<file path="src/rtl/fp_adder_core.sv">
// Single-cycle floating-point adder/subtractor with registered result and overflow/underflow flags.
// Build option: define FPA_ROUND_NEAREST_EN for round-to-nearest-even; otherwise results truncate.
module fp_adder_core #(
  parameter int EXP_WIDTH      = 8,
  parameter int MANTISSA_WIDTH = 23
) (
  input  logic                                clk_in,
  input  logic                                rst_n_in,
  input  logic [EXP_WIDTH+MANTISSA_WIDTH:0]   a_in,
  input  logic [EXP_WIDTH+MANTISSA_WIDTH:0]   b_in,
  output logic [EXP_WIDTH+MANTISSA_WIDTH:0]   fpa_out,
  output logic                                overflow_out,
  output logic                                underflow_out
);

  localparam int W   = 1 + EXP_WIDTH + MANTISSA_WIDTH;
  localparam int EW  = EXP_WIDTH;
  localparam int MW  = MANTISSA_WIDTH;
  localparam int SW  = MW + 4;
  localparam int LZW = $clog2(SW + 1);
  localparam int XW  = ((EW > LZW) ? EW : LZW) + 2;
  localparam logic signed [XW-1:0] EXP_MAX = XW'((1 << EW) - 1);

`ifdef FPA_ROUND_NEAREST_EN
  localparam bit ROUND_NEAREST = 1'b1;
`else
  localparam bit ROUND_NEAREST = 1'b0;
`endif

  // Right-align the smaller significand; everything pushed past the round bit folds into sticky.
  function automatic logic [SW-1:0] align_small(input logic [SW-1:0] ext,
                                                input logic [EW-1:0] shamt);
    logic [SW-1:0] shifted;
    logic [SW-1:0] lost_mask;
    logic [SW-1:0] res;
    if (int'(shamt) >= MW + 3) begin
      res = {{(SW-1){1'b0}}, |ext};
    end else begin
      shifted   = ext >> shamt;
      lost_mask = ~({SW{1'b1}} << shamt);
      res       = {shifted[SW-1:1], shifted[0] | (|(ext & lost_mask))};
    end
    return res;
  endfunction

  function automatic logic [LZW-1:0] count_lz(input logic [SW-1:0] v);
    logic [LZW-1:0] n;
    logic           found;
    n     = '0;
    found = 1'b0;
    for (int i = SW - 1; i >= 0; i--) begin
      if (!found) begin
        if (v[i]) found = 1'b1;
        else      n = n + LZW'(1);
      end
    end
    return n;
  endfunction

  // Returns {carry, hidden, fraction}; carry set means the increment rippled out of the MSB.
  function automatic logic [MW+1:0] round_mant(input logic [SW-1:0] norm);
    logic inc;
    inc = ROUND_NEAREST & norm[2] & (norm[3] | norm[1] | norm[0]);
    return {1'b0, norm[SW-1:3]} + {{(MW+1){1'b0}}, inc};
  endfunction

  // Returns {overflow, underflow, word}: zero, saturate-to-max-exponent, flush, or normal pack.
  function automatic logic [W+1:0] pack_result(input logic                 sign,
                                               input logic signed [XW-1:0] exp,
                                               input logic [MW-1:0]        frac,
                                               input logic                 is_zero,
                                               input logic                 neg_zero);
    logic [W+1:0] res;
    if (is_zero)
      res = {2'b00, neg_zero, {(W-1){1'b0}}};
    else if (exp >= EXP_MAX)
      res = {2'b10, sign, {EW{1'b1}}, {MW{1'b0}}};
    else if (exp[XW-1] || (exp == '0))
      res = {2'b01, sign, {(W-1){1'b0}}};
    else
      res = {2'b00, sign, exp[EW-1:0], frac};
    return res;
  endfunction

  logic                 sa, sb, za, zb;
  logic [EW-1:0]        ea, eb;
  logic [MW-1:0]        fa, fb;
  logic [W-2:0]         mag_a, mag_b;
  logic [SW-1:0]        ma_x, mb_x;
  logic                 swap;
  logic                 sl, ss;
  logic [EW-1:0]        el, es, diff;
  logic [SW-1:0]        ml_x, ms_x, al;
  logic                 eff_sub;
  logic [SW:0]          sum;
  logic [LZW-1:0]       lz;
  logic [SW-1:0]        norm;
  logic signed [XW-1:0] el_x, exp_n, exp_r;
  logic [MW+1:0]        rounded;
  logic [MW-1:0]        frac_r;
  logic [W+1:0]         packed_c;

  assign sa = a_in[W-1];
  assign sb = b_in[W-1];
  assign ea = a_in[W-2:MW];
  assign eb = b_in[W-2:MW];
  assign fa = a_in[MW-1:0];
  assign fb = b_in[MW-1:0];
  assign za = (ea == '0);
  assign zb = (eb == '0);

  always_comb begin
    mag_a   = za ? '0 : a_in[W-2:0];
    mag_b   = zb ? '0 : b_in[W-2:0];
    ma_x    = za ? '0 : {1'b1, fa, 3'b000};
    mb_x    = zb ? '0 : {1'b1, fb, 3'b000};
    swap    = (mag_b > mag_a);
    sl      = swap ? sb : sa;
    ss      = swap ? sa : sb;
    el      = swap ? (zb ? '0 : eb) : (za ? '0 : ea);
    es      = swap ? (za ? '0 : ea) : (zb ? '0 : eb);
    ml_x    = swap ? mb_x : ma_x;
    ms_x    = swap ? ma_x : mb_x;
    diff    = el - es;
    al      = align_small(ms_x, diff);
    eff_sub = sl ^ ss;
    sum     = eff_sub ? ({1'b0, ml_x} - {1'b0, al}) : ({1'b0, ml_x} + {1'b0, al});

    el_x = $signed({{(XW-EW){1'b0}}, el});
    lz   = count_lz(sum[SW-1:0]);
    if (sum[SW]) begin
      norm  = {sum[SW:2], sum[1] | sum[0]};
      exp_n = el_x + XW'(1);
    end else begin
      norm  = sum[SW-1:0] << lz;
      exp_n = el_x - $signed({{(XW-LZW){1'b0}}, lz});
    end

    rounded = round_mant(norm);
    if (rounded[MW+1]) begin
      exp_r  = exp_n + XW'(1);
      frac_r = rounded[MW:1];
    end else begin
      exp_r  = exp_n;
      frac_r = rounded[MW-1:0];
    end

    packed_c = pack_result(sl, exp_r, frac_r, (sum == '0), za & zb & sa & sb);
  end

  // ---- stage p1: result register ----
  logic [W-1:0] fpa_p1;
  logic         ovf_p1, unf_p1;

  always_ff @(posedge clk_in or negedge rst_n_in) begin
    if (!rst_n_in) begin
      fpa_p1 <= '0;
      ovf_p1 <= 1'b0;
      unf_p1 <= 1'b0;
    end else begin
      fpa_p1 <= packed_c[W-1:0];
      ovf_p1 <= packed_c[W+1];
      unf_p1 <= packed_c[W];
    end
  end

  assign fpa_out       = fpa_p1;
  assign overflow_out  = ovf_p1;
  assign underflow_out = unf_p1;

endmodule

</file>
<file path="config.mk">
export PLATFORM = sky130hd
export DESIGN_NAME = fp_adder_core
export DESIGN_NICKNAME = d
export VERILOG_FILES = /design/src/rtl/fp_adder_core.sv
export SDC_FILE = /design/constraint.sdc
export NUM_CORES = 1
export LEC_CHECK = 0
export BUFFER_PORTS_ARGS = -buffer_cell sky130_fd_sc_hd__buf_2
export CAP_MARGIN = 20
export CORE_MARGIN = 3
export CORE_UTILIZATION = 60
export CTS_CLUSTER_SIZE = 40
export DETAILED_ROUTE_END_ITERATION = 6
export MAX_ROUTING_LAYER = met4
export PLACE_DENSITY = 0.79
export SLEW_MARGIN = 20
export SYNTH_ARGS = -nofsm -noshare
export SYNTH_HDL_FRONTEND = slang
export SYNTH_SLANG_ARGS = --single-unit
</file>
<file path="constraint.sdc">
create_clock -name clk_in -period 1.2 [get_ports clk_in]
set_input_delay 0.24 -clock clk_in [delete_from_list [all_inputs] [get_ports clk_in]]
set_output_delay 0.24 -clock clk_in [all_outputs]
set_load 0.02 [all_outputs]
</file>
==> summary.txt, run 1 <==
Synth
  • Simple-gate share of the synthesized area: 0.3218
  • Largest family of logic cells by synthesized area: compound AO/OA/AOI/OAI gates
  • Post-synth ARST share: 1.000
  • Synth Area in Compound Gates: 0.3304
  • Adder-cell share of the synthesized area: 0.07914
  • Yosys warns: 0
  • Post-synth top flop: dfrtp_1
  • Post-synthesis mux area share: 0.07300
  • Number of synthesized register bits: 34
  • Syn avg cell area: 6.696 sq um
  • Seq/Total Area, Yosys: 0.05799
  • Post-synth EDFFs: 0
  • Number of distinct library cells after synthesis: 123
  • Xor-xnor portion of the synthesized cell area: 0.07854
  • Synthesized area: 14670 sq um
  • Syn nets: between 2000 and 2500
  • Mapped Cells: about 2200

Clock network
  • CTS HTree Levels: 2
  • Sink Count: 34
  • Post-CTS Setup Bufs: 98
  • CTS Hold Bufs: 1
  • Root Driver: clkbuf_16
  • CTS buffer count: 5
  • Post-cts sizing count: 214
  • Maximum root-to-sink buffer count: 2

Run status
  • Fail Step: 4_1_cts
  • Run status: aborted with a tool error
  • Error msg: [ERROR DPL-0038] Utilization greater than 100%, impossible to legalize

Floorplan
  • Ports: 100
  • Row Count: 56
  • Initial Util: 0.6177
  • Die width: approximately 160 microns
  • Die Y: 162.4 microns

Placed design
  • DP HPWL: 66570 microns
  • Gpl congestion: 1.223
  • IO buf count: 99
==> metrics by stage <==
step	std cells	setup WS (ns)	instance area (sq um)
floorplan	2191	-20.38	15260
global placement	3301	-19.02	21730
detailed placement	3301	-21.25	21730
==> cells by family after synthesis <==
logic type,after synthesis
AO/OA/AOI/OAI,712
multiplexers,90
adder cells (fa/ha/maj),93
XOR/XNOR,108
AND/OR/NAND/NOR,945
flip-flops,34
buffers and inverters,209
==> Yosys cell counts (13+ instances only) <==
cell / n / area, sq um
dfrtp_1: 34 / 850.8
and3_1: 27 / 168.9
buf_1: 16 / 60.06
nor3_1: 52 / 260.3
and2_1: 39 / 244.0
clkbuf_1: 89 / 334.1
or3_1: 21 / 131.4
a211oi_1: 38 / 285.3
o21ai_0: 155 / 775.7
or4_1: 13 / 97.59
nand3_1: 91 / 455.4
nand2_1: 264 / 991.0
o211ai_1: 33 / 247.7
mux2_2: 21 / 236.5
nor2_1: 246 / 923.4
nor2b_1: 24 / 150.1
o21ai_1: 15 / 75.07
nor4_1: 22 / 137.6
inv_1: 62 / 232.7
xor2_1: 32 / 280.3
o21a_1: 18 / 135.1
buf_2: 28 / 140.1
a21o_1: 37 / 277.8
a21oi_1: 166 / 830.8
nand2b_1: 29 / 181.4
o22ai_1: 18 / 112.6
nand4_1: 31 / 193.9
o31ai_1: 20 / 150.1
xnor2_1: 58 / 508.0
ha_1: 88 / 1101
mux2i_1: 56 / 560.5
a31oi_1: 27 / 168.9
==> run 2, diff against run 1 <==
CORE_UTILIZATION = 40   (was 60)
CTS_CLUSTER_SIZE = unset   (was 40)
MAX_ROUTING_LAYER = unset   (was met4)
PLACE_DENSITY = unset   (was 0.79)
PLACE_DENSITY_LB_ADDON = 0.15   (was unset)
==> summary.txt, run 2 <==
Setup path
  • CP max FO: 10
  • Crit path max-delay cell type: a222oi_1
  • Worst path arrival time: 20.96 ns
  • Critical Path RT: 1.36 ns
  • Setup crit end kind: flop
  • Most frequent CP cell: ha_1
  • Critical path launch point type: input pin
  • Worst path max stage delay: 0.50 ns
  • Setup CP Type: input pin to flop

Clock network
  • CTS HTree Levels: 2 (unchanged)
  • Clock-pin transition on the worst setup and hold timing paths: 0.06 ns
  • Root Driver: clkbuf_16
  • Sink Count: 34 (unchanged)
  • CTS buffer count: 5 (unchanged)
  • CTS tree: yes
  • Maximum root-to-sink buffer count: 2 (unchanged)

Synth
  • Seq/Total Area, Yosys: 0.05799 (unchanged)
  • Post-synth EDFFs: 0 (unchanged)
  • Post-synth top area share: 0.07505 (unchanged)
  • Syn nets: 2346 (unchanged)
  • Mapped Cells: 2191 (unchanged)
  • Largest cells by area after synthesis: ha_1, nand2_1, nor2_1
  • Post-synth top flop: dfrtp_1
  • Syn avg cell area: 6.696 sq um (unchanged)
  • Synthesized area: 14670 sq um (unchanged)
  • Synth cell count leaders: nand2_1, nor2_1, a21oi_1
  • Post-synth ARST share: 1.000 (unchanged)
  • Yosys top cell by area: ha_1
  • Yosys warns: 0 (unchanged)
  • Most frequent cell after synthesis: nand2_1
  • Number of distinct library cells after synthesis: 123 (unchanged)
  • Number of synthesized register bits: 34 (unchanged)

Finish
  • Multi-input gate area: 14350 sq um
  • Nets: 3284
  • Most common cell after layout, fill and taps aside: buf_4
  • Final Non-Filler Cells: 3591
  • Layout area overhead: 65.10%
  • Number of filler cells placed in the layout: 3150
  • Commonest non-fill, non-tap cells in the layout: buf_4, nand2_1, nor2_1
  • Max FFs per register: 32
  • Reg area: 850.8 sq um
  • Layout cells sized above 1: 0.4482
  • # diodes: 0

Detailed routing
  • Final wirelength: 73440 microns
  • DRT Pass-1 Iters: 6
  • Final ANT Viol Nets: 0
  • DR vias: between 20000 and 25000
  • Avg WL per Cell: 20.45 microns
  • 1st-iter DRT viols: around 1700
  • Via/cell ratio: around 5.9
  • DR DRC count: 0

Placed design
  • Gpl congestion: 1.005 (-18%)
  • DP Worst Slack: -19.95 ns (+1.304 ns)
  • DP HPWL: 60190 microns (-9.6%)
  • Dpl cells: 3506 (+6.2%)
  • IO buf count: 99 (unchanged)

GRT
  • First-pass GRT wire length: 112300 microns
  • Largest net degree at the start of global routing: 59
  • GRT Util Overall: 0.3582
  • Initial antenna violation count: 0
  • GRT Residual Overflow: 0
  • Vias in the first global route: ~20000

Run status
  • Failing checks: setup timing
  • Run status: finished with violations

Floorplan
  • Ports: 100 (unchanged)
  • Initial Util: 0.4095 (-0.2082)
  • Die Y: 197.5 microns (+22%)
  • Die area: 39010 sq um
  • Row Count: 69 (+23%)
  • Core area: roughly 36000 sq um
  • Die width: 197.5 microns (+22%)

Job
  • # Max-Cap Violations: 0

Timing
  • PnR worst setup slack: -19.60 ns
  • Final slew viol count: 0
  • Max-slew headroom: 0.4264
  • Setup violations, final: 34
  • Final Cycle Share: 17.33
  • RSZ-0062 raised after global routing: yes
  • Least-Margin Pin Slew: 0.8497 ns
  • Fmax: 48.08 MHz
  • Fin. Hold Viols: 0
  • Minimum clock period: 20.80 ns

Power and ir drop
  • Power density over the cells: 2051 nW/um^2
  • Leak: between 10 and 15 nW
  • VDD IR-drop max: 1283 uV

Min path
  • Hold Path Class: input pin to asynchronous set/reset pin
[run 2: kinds of logic after synthesis]
kind of cell             Yosys count  synth area share
flip-flops                        34           0.05799
AND/OR/NAND/NOR                  945            0.3218
AO/OA/AOI/OAI                    712            0.3304
adder cells (fa/ha/maj)           93           0.07914
buffers and inverters            209           0.05918
XOR/XNOR                         108           0.07854
multiplexers                      90           0.07300
[run 2: stage by stage]
stage                     TNS, ns  hold slack (ns)  power (mW)  cell area (sq um)  utilization
after detailed placement  -660.85           0.1894       42.02              22350       0.6239
after global routing      -687.88           0.4375       52.90              24220       0.6761
after floorplan           -670.01         -0.05559       23.62              15260            -
final                     -649.27           0.4282       49.69              24220       0.6761
after global placement    -645.58           0.1738       41.60              22350       0.6239
after CTS                 -630.18           0.4183       46.35              23650       0.6601
[run 2: cell type report]
type / count / area share
Clock inverter: 3 / 0.002841
Tap cell: 461 / 0.02381
Clock buffer: 5 / 0.005165
Timing Repair Buffer: 1075 / 0.3306
Inverter: 65 / 0.01018
Multi-Input combinational cell: 1948 / 0.5923
Sequential cell: 34 / 0.03512
[run 2: where the power goes]
group | switching (mW) | total (mW) | internal (mW) | leakage (nW)
Sequential | 0.120 | 1.82 | 1.70 | 0.407
Clock | 0.472 | 1.66 | 1.19 | 0.0940
Combinational | 24.3 | 46.2 | 21.9 | 10.8
Total | 24.9 | 49.7 | 24.8 | 11.3
[run 2: metal layers]
metal	track usage	share of wire	vias to the layer above
met1	0.4818	0.43	10080
li1	-	-	10060
met5	0	0	-
met2	0.6076	0.46	798
met4	0.1130	0.040	0
met3	0.03292	0.065	154
[run 2: worst paths after layout]
| kind | startpoint | to | slack, ns | cells past startpoint |
|---|---|---|---|---|
| setup / recovery | b_in[30] | fpa_out[22] | -19.60 | 119 |
| hold / removal | rst_n_in | fpa_out[0] | 0.43 | 2 |
| max in group asynchronous | rst_n_in | fpa_out[13] | 0.34 | 3 |
| min in group clk_in | a_in[31] | fpa_out[31] | 0.43 | 3 |
[run 2: critical path: cells and delay by family]
family                     cells  cell delay (ns)
AOI/OAI and AO/OA             42             7.36
muxes                          7             1.74
buffers and inverters         14             1.68
and+or+nand+nor               35             4.39
xor gates and xnor gates       3             0.57
adders and majority gates     18             4.95
[run 2: repair_timing]
action	in CTS	in global routing
setup buffers	56	26
hold endpoints to repair	16	0
setup endpoints to repair	34	34
hold buffers	1	0
gates resized for setup	142	83
pin swaps	57	65
cloned	2	0
Note: power is estimated with default switching activity, not from simulation.
